[src/rtl/addsub_accumulator.sv]
// Accumulator stage around an external nBitAddSub ripple adder/subtractor.
// It registers the adder operands, commits sum/carry with status flags, and
// counts operations using a valid/ready handshake.
// Build option: define ADDSUB_STICKY_OVF_EN to make ovf_flag sticky until CLEAR/reset.
module addsub_accumulator #(
   parameter int N = 3
) (
   input  logic         clk,
   input  logic         reset,
   input  logic         in_valid,
   output logic         in_ready,
   input  logic [1:0]   op,
   input  logic [N-1:0] operand,
   output logic [N-1:0] a_o,
   output logic [N-1:0] b_o,
   output logic         m_o,
   input  logic [N-1:0] sum_i,
   input  logic         cout_i,
   output logic [N-1:0] acc,
   output logic         carry_flag,
   output logic         ovf_flag,
   output logic         zero_flag,
   output logic         out_valid,
   output logic [7:0]   op_count
);

   typedef enum logic {
      S_IDLE,
      S_EXEC
   } state_e;

   typedef enum logic [1:0] {
      OP_LOAD  = 2'b00,
      OP_ADD   = 2'b01,
      OP_SUB   = 2'b10,
      OP_CLEAR = 2'b11
   } op_e;

   state_e       r_state;
   op_e          r_op;
   logic [N-1:0] r_b;
   logic         r_m;
   logic [N-1:0] r_acc;
   logic         r_carry;
   logic         r_ovf;
   logic         r_zero;
   logic         r_out_valid;
   logic [7:0]   r_op_count;

   state_e       w_state_next;
   logic         w_accept;
   logic         w_commit;
   logic         w_in_ready;
   logic [N-1:0] w_acc_next;
   logic         w_carry_next;
   logic         w_ovf_next;
   logic         w_add_ovf;
   logic         w_sub_ovf;

   // Signed overflow: the result sign disagrees with the accumulator sign
   // even though the effective operand signs allow no such change.
   assign w_add_ovf = (r_acc[N-1] == r_b[N-1]) && (sum_i[N-1] != r_acc[N-1]);
   assign w_sub_ovf = (r_acc[N-1] != r_b[N-1]) && (sum_i[N-1] != r_acc[N-1]);

   // NOTE: every signal written here gets a default first so no path can
   // leave it unassigned and infer a latch.
   always_comb begin
      w_state_next = r_state;
      w_accept     = 1'b0;
      w_commit     = 1'b0;
      w_in_ready   = 1'b0;
      case (r_state)
         S_IDLE: begin
            w_in_ready = 1'b1;
            if (in_valid) begin
               w_accept     = 1'b1;
               w_state_next = S_EXEC;
            end
         end
         S_EXEC: begin
            w_commit     = 1'b1;
            w_state_next = S_IDLE;
         end
         default: w_state_next = S_IDLE;
      endcase
   end

   always_comb begin
      w_acc_next   = r_acc;
      w_carry_next = r_carry;
      w_ovf_next   = r_ovf;
      case (r_op)
         OP_LOAD: begin
            w_acc_next   = r_b;
            w_carry_next = 1'b0;
`ifdef ADDSUB_STICKY_OVF_EN
            w_ovf_next   = r_ovf;
`else
            w_ovf_next   = 1'b0;
`endif
         end
         OP_ADD: begin
            w_acc_next   = sum_i;
            w_carry_next = cout_i;
`ifdef ADDSUB_STICKY_OVF_EN
            w_ovf_next   = r_ovf | w_add_ovf;
`else
            w_ovf_next   = w_add_ovf;
`endif
         end
         OP_SUB: begin
            // Carry out of a + ~b + 1 is high exactly when no borrow occurred.
            w_acc_next   = sum_i;
            w_carry_next = cout_i;
`ifdef ADDSUB_STICKY_OVF_EN
            w_ovf_next   = r_ovf | w_sub_ovf;
`else
            w_ovf_next   = w_sub_ovf;
`endif
         end
         OP_CLEAR: begin
            w_acc_next   = '0;
            w_carry_next = 1'b0;
            w_ovf_next   = 1'b0;
         end
         default: begin
            w_acc_next   = r_acc;
            w_carry_next = r_carry;
            w_ovf_next   = r_ovf;
         end
      endcase
   end

   // NOTE: state is updated with non-blocking assignments so that every
   // register samples the values from before the edge, whatever the order.
   always_ff @(posedge clk) begin
      if (reset) begin
         r_state     <= S_IDLE;
         r_op        <= OP_LOAD;
         r_b         <= '0;
         r_m         <= 1'b0;
         r_acc       <= '0;
         r_carry     <= 1'b0;
         r_ovf       <= 1'b0;
         r_zero      <= 1'b1;
         r_out_valid <= 1'b0;
         r_op_count  <= 8'd0;
      end else begin
         r_state     <= w_state_next;
         r_out_valid <= w_commit;
         if (w_accept) begin
            r_op <= op_e'(op);
            r_b  <= operand;
            r_m  <= (op_e'(op) == OP_SUB);
         end
         if (w_commit) begin
            r_acc      <= w_acc_next;
            r_carry    <= w_carry_next;
            r_ovf      <= w_ovf_next;
            r_zero     <= (w_acc_next == '0);
            r_op_count <= r_op_count + 8'd1;
         end
      end
   end

   assign in_ready   = w_in_ready;
   assign a_o        = r_acc;
   assign b_o        = r_b;
   assign m_o        = r_m;
   assign acc        = r_acc;
   assign carry_flag = r_carry;
   assign ovf_flag   = r_ovf;
   assign zero_flag  = r_zero;
   assign out_valid  = r_out_valid;
   assign op_count   = r_op_count;

endmodule
[config.mk]
export PLATFORM = sky130hd
export DESIGN_NAME = addsub_accumulator
export DESIGN_NICKNAME = d
export VERILOG_FILES = /design/src/rtl/addsub_accumulator.sv
export SDC_FILE = /design/constraint.sdc
export NUM_CORES = 1
export LEC_CHECK = 0
export ABC_AREA = 0
export BUFFER_PORTS_ARGS = -buffer_cell sky130_fd_sc_hd__buf_2
export CAP_MARGIN = 10
export CORE_ASPECT_RATIO = 1.4
export CORE_MARGIN = 1.5
export CORE_UTILIZATION = 42
export CTS_CLUSTER_SIZE = 28
export DETAILED_ROUTE_END_ITERATION = 7
export GPL_TIMING_DRIVEN = 0
export MAX_ROUTING_LAYER = met4
export PLACE_DENSITY = 0.73
export SLEW_MARGIN = 20
export SYNTH_ARGS = -nofsm -noshare
export SYNTH_HDL_FRONTEND = slang
export SYNTH_SLANG_ARGS = --single-unit
[constraint.sdc]
create_clock -name clk -period 1.3 [get_ports clk]
set_clock_uncertainty 0.1 [all_clocks]
set_input_delay 0.195 -clock clk [delete_from_list [all_inputs] [get_ports clk]]
set_output_delay 0.195 -clock clk [all_outputs]
set_load 0.05 [all_outputs]
==> insert_results.sql <==
INSERT INTO impl_metrics (metric_group, metric, value, unit) VALUES
('status', 'outcome', 'finished with violations', ''),
('status', 'failed_checks', 'negative setup slack', ''),
('global_route', 'grt_start_max_net_pins', '14', ''),
('global_route', 'gr-total-overflow', '0', ''),
('setup_path', 'critical_path.endpoint_type', 'flop', ''),
('setup_path', 'critPathMaxFanout', '5', ''),
('pwr', 'power_leakage', '0.578', 'nW'),
('clock_network', 'h_tree_depth', '1', ''),
('placement', 'io_buffer_count', '34', ''),
('timing', 'timing.final.crit_period', '1.44', 'ns'),
('detailed_routing', 'drt-initial-drc-count', '20', ''),
('logic_synthesis', 'postSynth.topFlopCell', 'sky130_fd_sc_hd__dfxtp_1', ''),
('final_layout', 'fin_cells', '169', ''),
('setup_path', 'timing.rr.start', 'r_op[0]', ''),
('timing', 'setup_viol', '4', ''),
('timing', 'worst_margin_pin_slew', '0.544', 'ns'),
('final_layout', 'layout.cells.most_common', 'sky130_fd_sc_hd__buf_2', ''),
('pwr', 'p_switching', '0.440', 'mW'),
('final_layout', 'layout.filler_cells', '190', ''),
('pwr', 'relative_contribution_of_the_clock_network_to_total_power', '33.6', '%'),
('pwr', 'maximum_vdd_drop', '0.650', 'mV'),
('global_route', 'number_of_global_route_vias_before_repair', '839', ''),
('detailed_routing', 'drt-pass1-iter-count', '4', ''),
('detailed_routing', 'detail_route.wl_per_cell', '13.1', 'um'),
('logic_synthesis', 'syn_nets', '120', ''),
('timing', 'grt_setup_unrepaired', 'yes', ''),
('setup_path', 'worst_setup_path_endpoint', 'zero_flag', ''),
('detailed_routing', 'detail-route-antenna-nets', '0', ''),
('clock_network', 'clock_insertion_delay_worst_skew', '0.32', 'ns'),
('hold_path', 'worstHoldPathType', 'input port to flop', ''),
('setup_path', 'ff2ff_setup_slack', '-0.14', 'ns'),
('floorplanning', 'boundaryPins', '35', ''),
('timing', 'worst_slew_margin_rel', '63.7', '%'),
('final_layout', 'design.final.nets', '163', ''),
('logic_synthesis', 'synth_area', '940', 'um2'),
('global_route', 'use_met2', '32.3', '%'),
('timing', 'holdWs', '0.00312', 'ns'),
('pwr', 'switching_share', '28.0', '%'),
('final_layout', 'share_of_post_route_cells_with_drive_strength_above_1', '54.4', '%'),
('setup_path', 'reg2regPathDepth', '5', ''),
('setup_path', 'critPathArrivalTime', '1.62', 'ns'),
('timing', 'setup_slack', '-0.143', 'ns'),
('logic_synthesis', 'synth_edf_count', '0', ''),
('logic_synthesis', 'synth_sequential_area_ratio', '46.9', '%'),
('setup_path', 'path_class', 'flop to flop', ''),
('pwr', 'p_int', '1.13', 'mW'),
('timing', 'fmaxAchievable', '693', 'MHz'),
('final_layout', 'final_cell_mix', '22 x sky130_fd_sc_hd__buf_2, 15 x sky130_fd_sc_hd__nand2_1, 11 x sky130_fd_sc_hd__clkbuf_4, 11 x sky130_fd_sc_hd__dfxtp_2', ''),
('clock_network', 'clk_pin_slew', '0.13', 'ns'),
('pwr', 'pwr-share-comb', '20.3', '%'),
('detailed_routing', 'detail_route.vias_per_cell', '5.32', ''),
('floorplanning', 'dieArea', '2530', 'um2'),
('logic_synthesis', 'synth_async_sr_flop_share', '0', '%'),
('final_layout', 'utilization', '64.1', '%'),
('placement', 'number_of_placed_instances_taps_included', '161', ''),
('run', 'max_cap_viol_count', '0', ''),
('timing', 'timing.final.crit_share', '111', '%'),
('detailed_routing', 'drt_drc_violations_left', '0', ''),
('detailed_routing', 'routed_wl', '2.22', 'mm'),
('placement', 'hpwl_after_dpl', '1.55', 'mm'),
('setup_path', 'required', '1.47', 'ns'),
('global_route', 'grt.met1_usage', '21.1', '%'),
('timing', 'timing.final.hold_violations', '0', ''),
('clock_network', 'cts_root_buffer', 'sky130_fd_sc_hd__clkbuf_4', ''),
('setup_path', 'critPathLaunch', 'r_op[0]', ''),
('global_route', 'top_usage_layer', 'met2', ''),
('timing', 'maxSlewViolCount', '0', ''),
('logic_synthesis', 'synthesis.instances', '105', ''),
('global_route', 'grt_antenna_before_repair', '0', ''),
('clock_network', 'cts_made_buffers', '3', ''),
('global_route', 'grt_first_pass_wirelength', '3.52', 'mm');
cell type report:
cell class	count	area (um2)	share of cell area (%)
multi-input combinational	73	534	38.7
sequential	22	465	33.7
timing repair buffer	38	236	17.1
buffer	7	48.8	3.54
clock inverter	1	30.0	2.18
tap	22	27.5	1.99
clock buffer	3	22.5	1.63
inverter	3	15.0	1.09
layer usage:
metal  share of wire [%]  vias to the layer above
met1                  41                      423
li1                    -                      443
met3                 4.0                        4
met2                  53                       29
met5                   0                        -
met4                 1.6                        0
power by group through the flow:
stage,combinational (mW),clock [mW],sequential (mW)
after floorplan,0.136,0,0.808
after global placement,0.272,0,0.735
after detailed placement,0.277,0,0.737
after CTS,0.297,0.530,0.724
after global routing,0.341,0.563,0.730
final,0.318,0.527,0.726
timing repair:
| action | in CTS | in global routing |
|---|---|---|
| buffers inserted | 1 | 2 |
| setup endpoints to repair | 11 | 25 |
| hold buffers | 1 | 0 |
| pin swaps | 3 | 7 |
| cloned | 0 | 0 |
| hold endpoints to repair | 1 | 0 |
| resized for setup | 12 | 22 |
synthesized netlist by cell type (all sizes together) (3+ instances only):
master  instances  area share, %
a211oi          3            2.4
a21oi          11            5.9
buf             6            4.1
dfxtp          22             47
ha              3            4.0
inv             3            1.2
nand2          15            6.0
nand3           3            1.6
nand4           3            3.6
nor2           10            4.0
o21ai           3            1.6
or3             3            2.0
xor2            3            2.8
kinds of logic (layout without fill, tap and decap cells):
kind of cell / after synthesis / in the layout / synth area share, %
AND/OR/NAND/NOR: 42 / 42 / 23.3
flip-flops: 22 / 22 / 46.9
AO/OA/AOI/OAI: 21 / 21 / 13.2
buffers and inverters: 10 / 52 / 5.72
XOR/XNOR: 5 / 5 / 4.66
adder cells (fa/ha/maj): 3 / 3 / 4.00
multiplexers: 2 / 2 / 2.26
flip-flops by register name, summed over array words and instances, names as in the netlist:
name	cells
r_op	2
op_count	8
r_state	1
out_valid	1
carry_flag	1
b_o	3
m_o	1
a_o	3
ovf_flag	1
zero_flag	1
worst max-delay path, cell delays in order, from the launching register on:
cell and delay [ns]:
sky130_fd_sc_hd__dfxtp_2 0.36, sky130_fd_sc_hd__inv_2 0.05, sky130_fd_sc_hd__ha_4 0.25, sky130_fd_sc_hd__and3b_1 0.20, sky130_fd_sc_hd__a211oi_2 0.25, sky130_fd_sc_hd__a31o_2 0.21
how the worst min path moves through the flow:
stage	end	start	slack (ns)
CTS	b_o[2]	operand[2]	0.006
global placement	a_o[2]	reset	0.30
floorplan	a_o[2]	reset	0.17
finish	b_o[2]	operand[2]	0.003
detailed placement	a_o[2]	reset	0.31
global route	b_o[2]	operand[2]	0.01
Power figures use the tool's default switching activity.
